## config.mk

```make
export PLATFORM = sky130hd
export DESIGN_NAME = pc_sequencer
export DESIGN_NICKNAME = d
export VERILOG_FILES = /design/src/rtl/pc_sequencer_pkg.sv /design/src/rtl/pc_target_calc.sv /design/src/rtl/pc_sequencer.sv
export SDC_FILE = /design/constraint.sdc
export NUM_CORES = 1
export LEC_CHECK = 0
export BUFFER_PORTS_ARGS = -buffer_cell sky130_fd_sc_hd__buf_2
export CAP_MARGIN = 10
export CORE_ASPECT_RATIO = 0.9
export CORE_UTILIZATION = 45
export CTS_CLUSTER_SIZE = 12
export DETAILED_ROUTE_END_ITERATION = 10
export GPL_TIMING_DRIVEN = 0
export PLACE_DENSITY = 0.8
export SLEW_MARGIN = 20
export SYNTH_ARGS = -nofsm -noshare
export SYNTH_HDL_FRONTEND = slang
export SYNTH_HIERARCHICAL = 1
export SYNTH_SLANG_ARGS = --single-unit
```

## constraint.sdc

```tcl
create_clock -name clk -period 4.42 [get_ports clk]
set_input_delay 0.221 -clock clk [delete_from_list [all_inputs] [get_ports clk]]
set_output_delay 0.221 -clock clk [all_outputs]
set_load 0.05 [all_outputs]
```

## src/rtl/pc_sequencer_pkg.sv

```systemverilog
// Shared encodings for the PC sequencer: redirect modes, FSM states, word stride.
package pc_sequencer_pkg;

    typedef enum logic [1:0] {
        MODE_J      = 2'b00,
        MODE_JAL    = 2'b01,
        MODE_JR     = 2'b10,
        MODE_BRANCH = 2'b11
    } redir_mode_e;

    typedef enum logic {
        ST_RUN  = 1'b0,
        ST_SLOT = 1'b1
    } state_e;

    localparam int unsigned WORD_STRIDE = 4;

endpackage

```

## src/rtl/pc_target_calc.sv

```systemverilog
// Combinational redirect target, link address and JR alignment check.
module pc_target_calc
    import pc_sequencer_pkg::*;
#(
    parameter int ADDR_W = 32
) (
    input  logic [1:0]        mode,
    input  logic [ADDR_W-1:0] redir_pc,
    input  logic [25:0]       jump_field,
    input  logic [15:0]       branch_off,
    input  logic [ADDR_W-1:0] reg_target,
    output logic [ADDR_W-1:0] target,
    output logic [ADDR_W-1:0] link,
    output logic              misaligned
);

    localparam logic [ADDR_W-1:0] STEP = ADDR_W'(WORD_STRIDE);

    logic [ADDR_W-1:0] seq;
    logic [ADDR_W-1:0] br_off;

    assign seq        = redir_pc + STEP;
    assign link       = seq + STEP;
    assign br_off     = {{(ADDR_W-18){branch_off[15]}}, branch_off, 2'b00};
    assign misaligned = |reg_target[1:0];

    always_comb begin
        target = seq;
        case (redir_mode_e'(mode))
            MODE_J, MODE_JAL: target = {seq[ADDR_W-1:28], jump_field, 2'b00};
            MODE_JR:          target = reg_target;
            MODE_BRANCH:      target = seq + br_off;
        endcase
    end

endmodule

```

## src/rtl/pc_sequencer.sv

```systemverilog
// Fetch PC register with optional one-instruction branch delay slot.
// Delay slot enabled by defining PC_SEQUENCER_DELAY_SLOT_EN.
module pc_sequencer
    import pc_sequencer_pkg::*;
#(
    parameter int              ADDR_W   = 32,
    parameter logic [ADDR_W-1:0] RESET_PC = '0
) (
    input  logic              clk,
    input  logic              reset,
    input  logic              stall,
    input  logic              redir_valid,
    input  logic [1:0]        redir_mode,
    input  logic [ADDR_W-1:0] redir_pc,
    input  logic [25:0]       jump_field,
    input  logic [15:0]       branch_off,
    input  logic              branch_taken,
    input  logic [ADDR_W-1:0] reg_target,
    output logic [ADDR_W-1:0] pc,
    output logic              link_valid,
    output logic [ADDR_W-1:0] link_addr,
    output logic              addr_err,
    output logic              busy
);

    localparam logic [ADDR_W-1:0] STEP = ADDR_W'(WORD_STRIDE);

    logic [ADDR_W-1:0] target;
    logic [ADDR_W-1:0] link;
    logic              misaligned;
    logic              jr_bad;
    logic              accept;
    logic              in_run;

    logic [ADDR_W-1:0] pc_nxt;
    logic [ADDR_W-1:0] link_addr_nxt;
    logic              link_valid_nxt;
    logic              addr_err_nxt;

    pc_target_calc #(.ADDR_W(ADDR_W)) u_calc (
        .mode       (redir_mode),
        .redir_pc   (redir_pc),
        .jump_field (jump_field),
        .branch_off (branch_off),
        .reg_target (reg_target),
        .target     (target),
        .link       (link),
        .misaligned (misaligned)
    );

`ifdef PC_SEQUENCER_DELAY_SLOT_EN
    state_e            state, state_nxt;
    logic [ADDR_W-1:0] pending, pending_nxt;

    assign in_run = (state == ST_RUN);
    assign busy   = (state == ST_SLOT);
`else
    assign in_run = 1'b1;
    assign busy   = 1'b0;
`endif

    // A misaligned JR is rejected outright; it never redirects.
    assign jr_bad = (redir_mode == MODE_JR) && misaligned;
    assign accept = redir_valid && !stall && in_run && !jr_bad &&
                    ((redir_mode != MODE_BRANCH) || branch_taken);

    always_comb begin
        pc_nxt         = pc;
        link_addr_nxt  = link_addr;
        link_valid_nxt = 1'b0;
        addr_err_nxt   = 1'b0;
`ifdef PC_SEQUENCER_DELAY_SLOT_EN
        state_nxt      = state;
        pending_nxt    = pending;
`endif
        if (!stall) begin
            if (in_run) begin
                pc_nxt       = pc + STEP;
                addr_err_nxt = redir_valid && jr_bad;
                if (accept) begin
`ifdef PC_SEQUENCER_DELAY_SLOT_EN
                    pending_nxt = target;
                    state_nxt   = ST_SLOT;
`else
                    pc_nxt      = target;
`endif
                    if (redir_mode == MODE_JAL) begin
                        link_addr_nxt  = link;
                        link_valid_nxt = 1'b1;
                    end
                end
            end
`ifdef PC_SEQUENCER_DELAY_SLOT_EN
            else begin
                pc_nxt    = pending;
                state_nxt = ST_RUN;
            end
`endif
        end
    end

    always_ff @(posedge clk) begin
        if (reset) begin
            pc         <= RESET_PC;
            link_addr  <= '0;
            link_valid <= 1'b0;
            addr_err   <= 1'b0;
`ifdef PC_SEQUENCER_DELAY_SLOT_EN
            state      <= ST_RUN;
            pending    <= '0;
`endif
        end else begin
            pc         <= pc_nxt;
            link_addr  <= link_addr_nxt;
            link_valid <= link_valid_nxt;
            addr_err   <= addr_err_nxt;
`ifdef PC_SEQUENCER_DELAY_SLOT_EN
            state      <= state_nxt;
            pending    <= pending_nxt;
`endif
        end
    end

endmodule
```

### Yosys cells after proc, flatten, opt, wreduce, memory -nomap -nowiden

Index checks and enable logic that the tools add are counted.

| storage, ports and cells | value |
|---|---|
| input bits | 113 |
| logic and storage cells | 31 |
| register bits | 66 |
| output and inout port bits | 67 |

| cells by class | value |
|---|---|
| muxes and demuxes | 3 |
| equality and inequality tests | 4 |
| add/sub/neg operators | 4 |
| bitwise gates (word level) | 2 |
| reductions and logical operators | 14 |

Operators with widths:

| cell | count |
|---|---|
| 32-bit by 3-bit adder with 32-bit output, second input constant | 3 |
| 32-bit case mux with 3 select lines | 1 |
| 32-bit adder | 1 |
| 32-bit 2-to-1 mux | 1 |
| 2-bit OR reduction | 3 |
| 1-bit logical AND | 5 |
| 2-bit == test, second input constant | 2 |
| 3-bit AND reduction | 1 |
| 3-bit OR reduction | 1 |
| 2-bit by 1-bit == test with 1-bit output, second input constant | 1 |
| 1-bit zero test | 2 |
| 2-bit zero test | 1 |
| 2-bit inequality test, second input constant | 1 |
| 1-bit NOT | 2 |
| 1-bit logical OR | 1 |
| 1-bit 2-to-1 mux | 1 |

### Longest topological paths before layout

| logic depth | value |
|---|---|
| word-level depth | 7 |
| gate-level depth with buffers | 20 |
| depth with buffers taken out | 19 |

### Modules after synthesis

The synthesis kept the hierarchy.

By module, submodules not included:

| module | area an instance (um^2) | seq. area each (um^2) | times used | cells each |
|---|---|---|---|---|
| pc_target_calc | 3,457.1 | 0.0 | 1 | 520 |
| pc_sequencer | 3,181.8 | 1,321.3 | 1 | 394 |

### Worst setup path before layout

OpenSTA, ideal clock, no wires.

| timing | value |
|---|---|
| path type | input-to-reg |
| start point | input redir_pc[6] |
| end point | register pc[31] |
| stages | 19 |
| path buffers | 1 |
| data required time | 4,294 ps |
| library setup time | 126 ps |
| arrival time | 3,567 ps |
| slack | 727 ps |
| cells stage by stage | buf_4 -> nand3_4 -> or4_4 -> or4_1 -> nor2_2 -> nand3_1 -> xnor2_1 -> ha_1 -> o21ai_0 -> nand2b_1 -> nand2_1 -> a21oi_1 -> o21ai_0 -> o211ai_1 -> xor2_1 -> o21a_1 -> a2bb2oi_1 -> a22oi_1 -> o22ai_1 |

| between the ends | value |
|---|---|
| cells in the longest elaborated chain, start to end | 4 |

Ends and longest elaborated chain:

| item | RTL line | RTL |
|---|---|---|
| from (decl) | pc_sequencer.sv:14 | `input logic [ADDR_W-1:0] redir_pc,` |
| 32-bit by 3-bit adder with 32-bit output * | pc_target_calc.sv:22 | `assign seq = redir_pc + STEP;` |
| 32-bit adder | pc_target_calc.sv:32 | `MODE_BRANCH: target = seq + br_off;` |
| 32-bit case mux with 3 select lines * | pc_target_calc.sv:29 | `case (redir_mode_e'(mode))` |
| net target[31] | pc_sequencer.sv:28 | `logic [ADDR_W-1:0] target;` |
| 32-bit 2-to-1 mux * | pc_sequencer.sv:80 | `if (accept) begin` |
| to (signal assigned) | pc_sequencer.sv:113 | `pc <= pc_nxt;` |
| to (decl) | pc_sequencer.sv:19 | `output logic [ADDR_W-1:0] pc,` |

The timed path passes the listed nets; every way through them passes the cells marked *.
A chain may end at the register's enable or synchronous reset.

### Worst setup path in the final report

| timing | value |
|---|---|
| start point | input redir_pc[2] |
| end point | register pc[31] |

Same word-level chain as after synthesis.

==> results.json <==
{
  "wl_um": 22300,
  "path_cells": "buf_2 -> buf_4 -> nand2_1 -> or4_4 -> or4_1 -> nor2_2 -> nand3_1 -> xnor2_1 -> ha_1 -> o21ai_0 -> nand2b_1 -> nand2_1 -> a21oi_1 -> o21ai_0 -> o211ai_1 -> xor2_1 -> o21a_1 -> a2bb2oi_1 -> a22oi_1 -> o22ai_1",
  "vias": 7508,
  "die_h_um": 117,
  "cp_top_family": "simple AND/OR/NAND/NOR gates",
  "regArea_sq_um": 1320,
  "drcViolationCount": 0,
  "grt_pass1_wl_um": 35000,
  "cts_tree": "built",
  "finalSetupViolCount": 0,
  "syn_nets": 1064,
  "grt_pass1_vias": 6994,
  "cp_slowest_cell": "or4_1",
  "start_kind": "primary input",
  "placed_cells": 1279,
  "hold_viol": 0,
  "coreArea_sq_um": 14200,
  "status": "finished clean",
  "p_per_area_nw_per_um2": 256,
  "drive_gt1_frac": 0.224,
  "rows": 41,
  "final_area_sq_um": 8020,
  "slew_headroom": 0.393,
  "wl_met3_um": 2000,
  "vdd_ir_drop_max_mv": 0.200,
  "htree_levels": 3,
  "hold_class": "in2reg",
  "antenna_left": 0,
  "slew_viol_final": 0,
  "clock-sinks": 66,
  "antenna_found_initial": 0,
  "wl_per_cell_um": 17.2,
  "ctsLongestPathBuffers": 2,
  "drtIter0Drc": 608,
  "fmaxAchievable_mhz": 257,
  "multiInputGateArea_sq_um": 4930,
  "ys_seq_area_frac": 0.199,
  "area_growth_pct": 20.9,
  "final_cells": 1296,
  "die_x_um": 130,
  "ys_seq_elements": 66,
  "netlist_area_sq_um": 6640,
  "post_cts_buffers": 0,
  "start_util": 0.467,
  "dp_hpwl_um": 17800,
  "mostFrequentLayoutCells": "buf_2 (182), nand2_1 (128), a21oi_1 (104)",
  "numCtsBuffers": 9,
  "synth_cell_types": 82,
  "min_period_ns": 3.89,
  "cp.required_ns": 4.65,
  "drv_cap": 0,
  "finalClockSkew_ns": 0.00482,
  "gp_congestion": 0.994,
  "io-pin-count": 180,
  "met1_length_um": 9700,
  "gr-total-overflow": 0,
  "dpl_cell_area_sq_um": 7740,
  "tightest_slew_ns": 0.897,
  "cpPeakStageDelay_ns": 0.54,
  "end_kind": "register",
  "synth_flop_cell": "dfxtp_1",
  "arrival_ns": 4.12,
  "wl_met2_um": 10100,
  "cts_root_buf": "clkbuf_16",
  "firstDrtPassIters": 5,
  "clkTransAtPathRegs_ns": 0.06,
  "ys_warn_count": 6,
  "path_buf_inv": 2,
  "highest_layer": "met4",
  "grt_max_degree": 18,
  "hold_buffers": 0,
  "fillers": 1424,
  "p_leak_nw": 3.45,
  "port_buffers": 172,
  "rsz0062_at_grt": "false",
  "cts_resized": 0,
  "dieArea_sq_um": 15200,
  "avgViaCountPerCell": 5.79,
  "clk_latency_ns": 0.35,
  "post-route-period-util": 0.880,
  "synth_edf_count": 0,
  "syn_area_per_cell_sq_um": 7.26,
  "crit_type": "in2reg",
  "nets": 1247,
  "netlist_instances": 914,
  "synthArstFlopShare": 0,
  "reg2reg_slack_ns": 2.22,
  "final_common_cell": "buf_2",
  "critical_path.max_fanout": 8,
  "grt_usage": 0.299,
  "tns_ns": 0
}
[where the power goes]
group	switching (W)	internal (W)
combinational	0.000451	0.000262
clock	0.000294	0.000395
sequential	0.0000305	0.000620
[stage by stage]
step | total power [W] | util | hold slack [ns] | worst slack, ns
final | 0.00205 | 0.565 | 0.233 | 0.530
after global routing | 0.00215 | 0.564 | 0.222 | 0.199
after CTS | 0.00206 | 0.564 | 0.208 | 0.605
after detailed placement | 0.00136 | 0.545 | 0.446 | 0.245
after global placement | 0.00135 | 0.545 | 0.442 | 0.243
after floorplan | 0.00114 | - | 0.392 | 0.727
[routing by layer]
| layer | GRT usage | up-vias |
|---|---|---|
| met5 | 0 | - |
| met1 | 0.386 | 3472 |
| li1 | - | 3668 |
| met2 | 0.486 | 334 |
| met4 | 0.105 | 0 |
| met3 | 0.0732 | 34 |
[cells in the mapped netlist (3+ instances only)]
library cell  number  area (sq um)
a211oi_1          12          90.1
a21o_1            18           135
a21oi_1          104           521
a22oi_1           11          82.6
a311oi_1           4          35.0
a31o_2             3          26.3
a31oi_1           12          75.1
and2_0             3          18.8
and2_1             9          56.3
and3_1            15          93.8
buf_2             10          50.1
buf_4              7          52.6
clkbuf_1          25          93.8
clkbuf_8           4          55.1
dfxtp_1           66          1320
ha_1              36           450
inv_1             27           101
mux2i_1           21           210
nand2_1          128           480
nand2b_1           5          31.3
nand3_1           45           225
nand3b_1           3          22.5
nand4_1           20           125
nor2_1            68           255
nor2_2             3          18.8
nor2b_1           15          93.8
nor3_1            17          85.1
nor4_1             5          31.3
o211ai_1           6          45.0
o21a_1             6          45.0
o21ai_0           33           165
o21ai_1            5          25.0
o22ai_1           10          62.6
or2_2              3          18.8
or3_1              3          18.8
or4_1              6          45.0
or4_4              4          45.0
xnor2_1           48           420
xor2_1            38           333
[worst paths after layout]
check	from	end	depth (start not counted)
setup / recovery	redir_pc[2]	pc[31]	20
hold / removal	redir_mode[1]	addr_err	2
setup reg to reg	pc[3]	pc[26]	7
hold reg to reg	link_addr[0]	link_addr[0]	2
[layout make-up]
class                   instances  share of cell area
diodes                          1            0.000312
plain buffers                  50              0.0351
clock buffers                  10              0.0298
clock inverters                 6             0.00515
inverters                      28              0.0131
multi-input cells             770               0.615
flip-flops and latches         66               0.165
well taps                     193              0.0301
repair buffers                172               0.107
[flip-flops by register name, indices dropped and copies added, names as in the netlist]
signal	cells
link_addr	32
pc	32
addr_err	1
link_valid	1
[logic make-up after synthesis]
family,after synthesis,share of synthesized area
adder cells (fa/ha/maj),37,0.0709
flip-flops,66,0.199
XOR/XNOR,86,0.113
other,1,0.000565
buffers and inverters,78,0.0582
AND/OR/NAND/NOR,373,0.288
multiplexers,23,0.0351
AO/OA/AOI/OAI,250,0.235
Note: power is estimated with default switching activity, not from simulation.
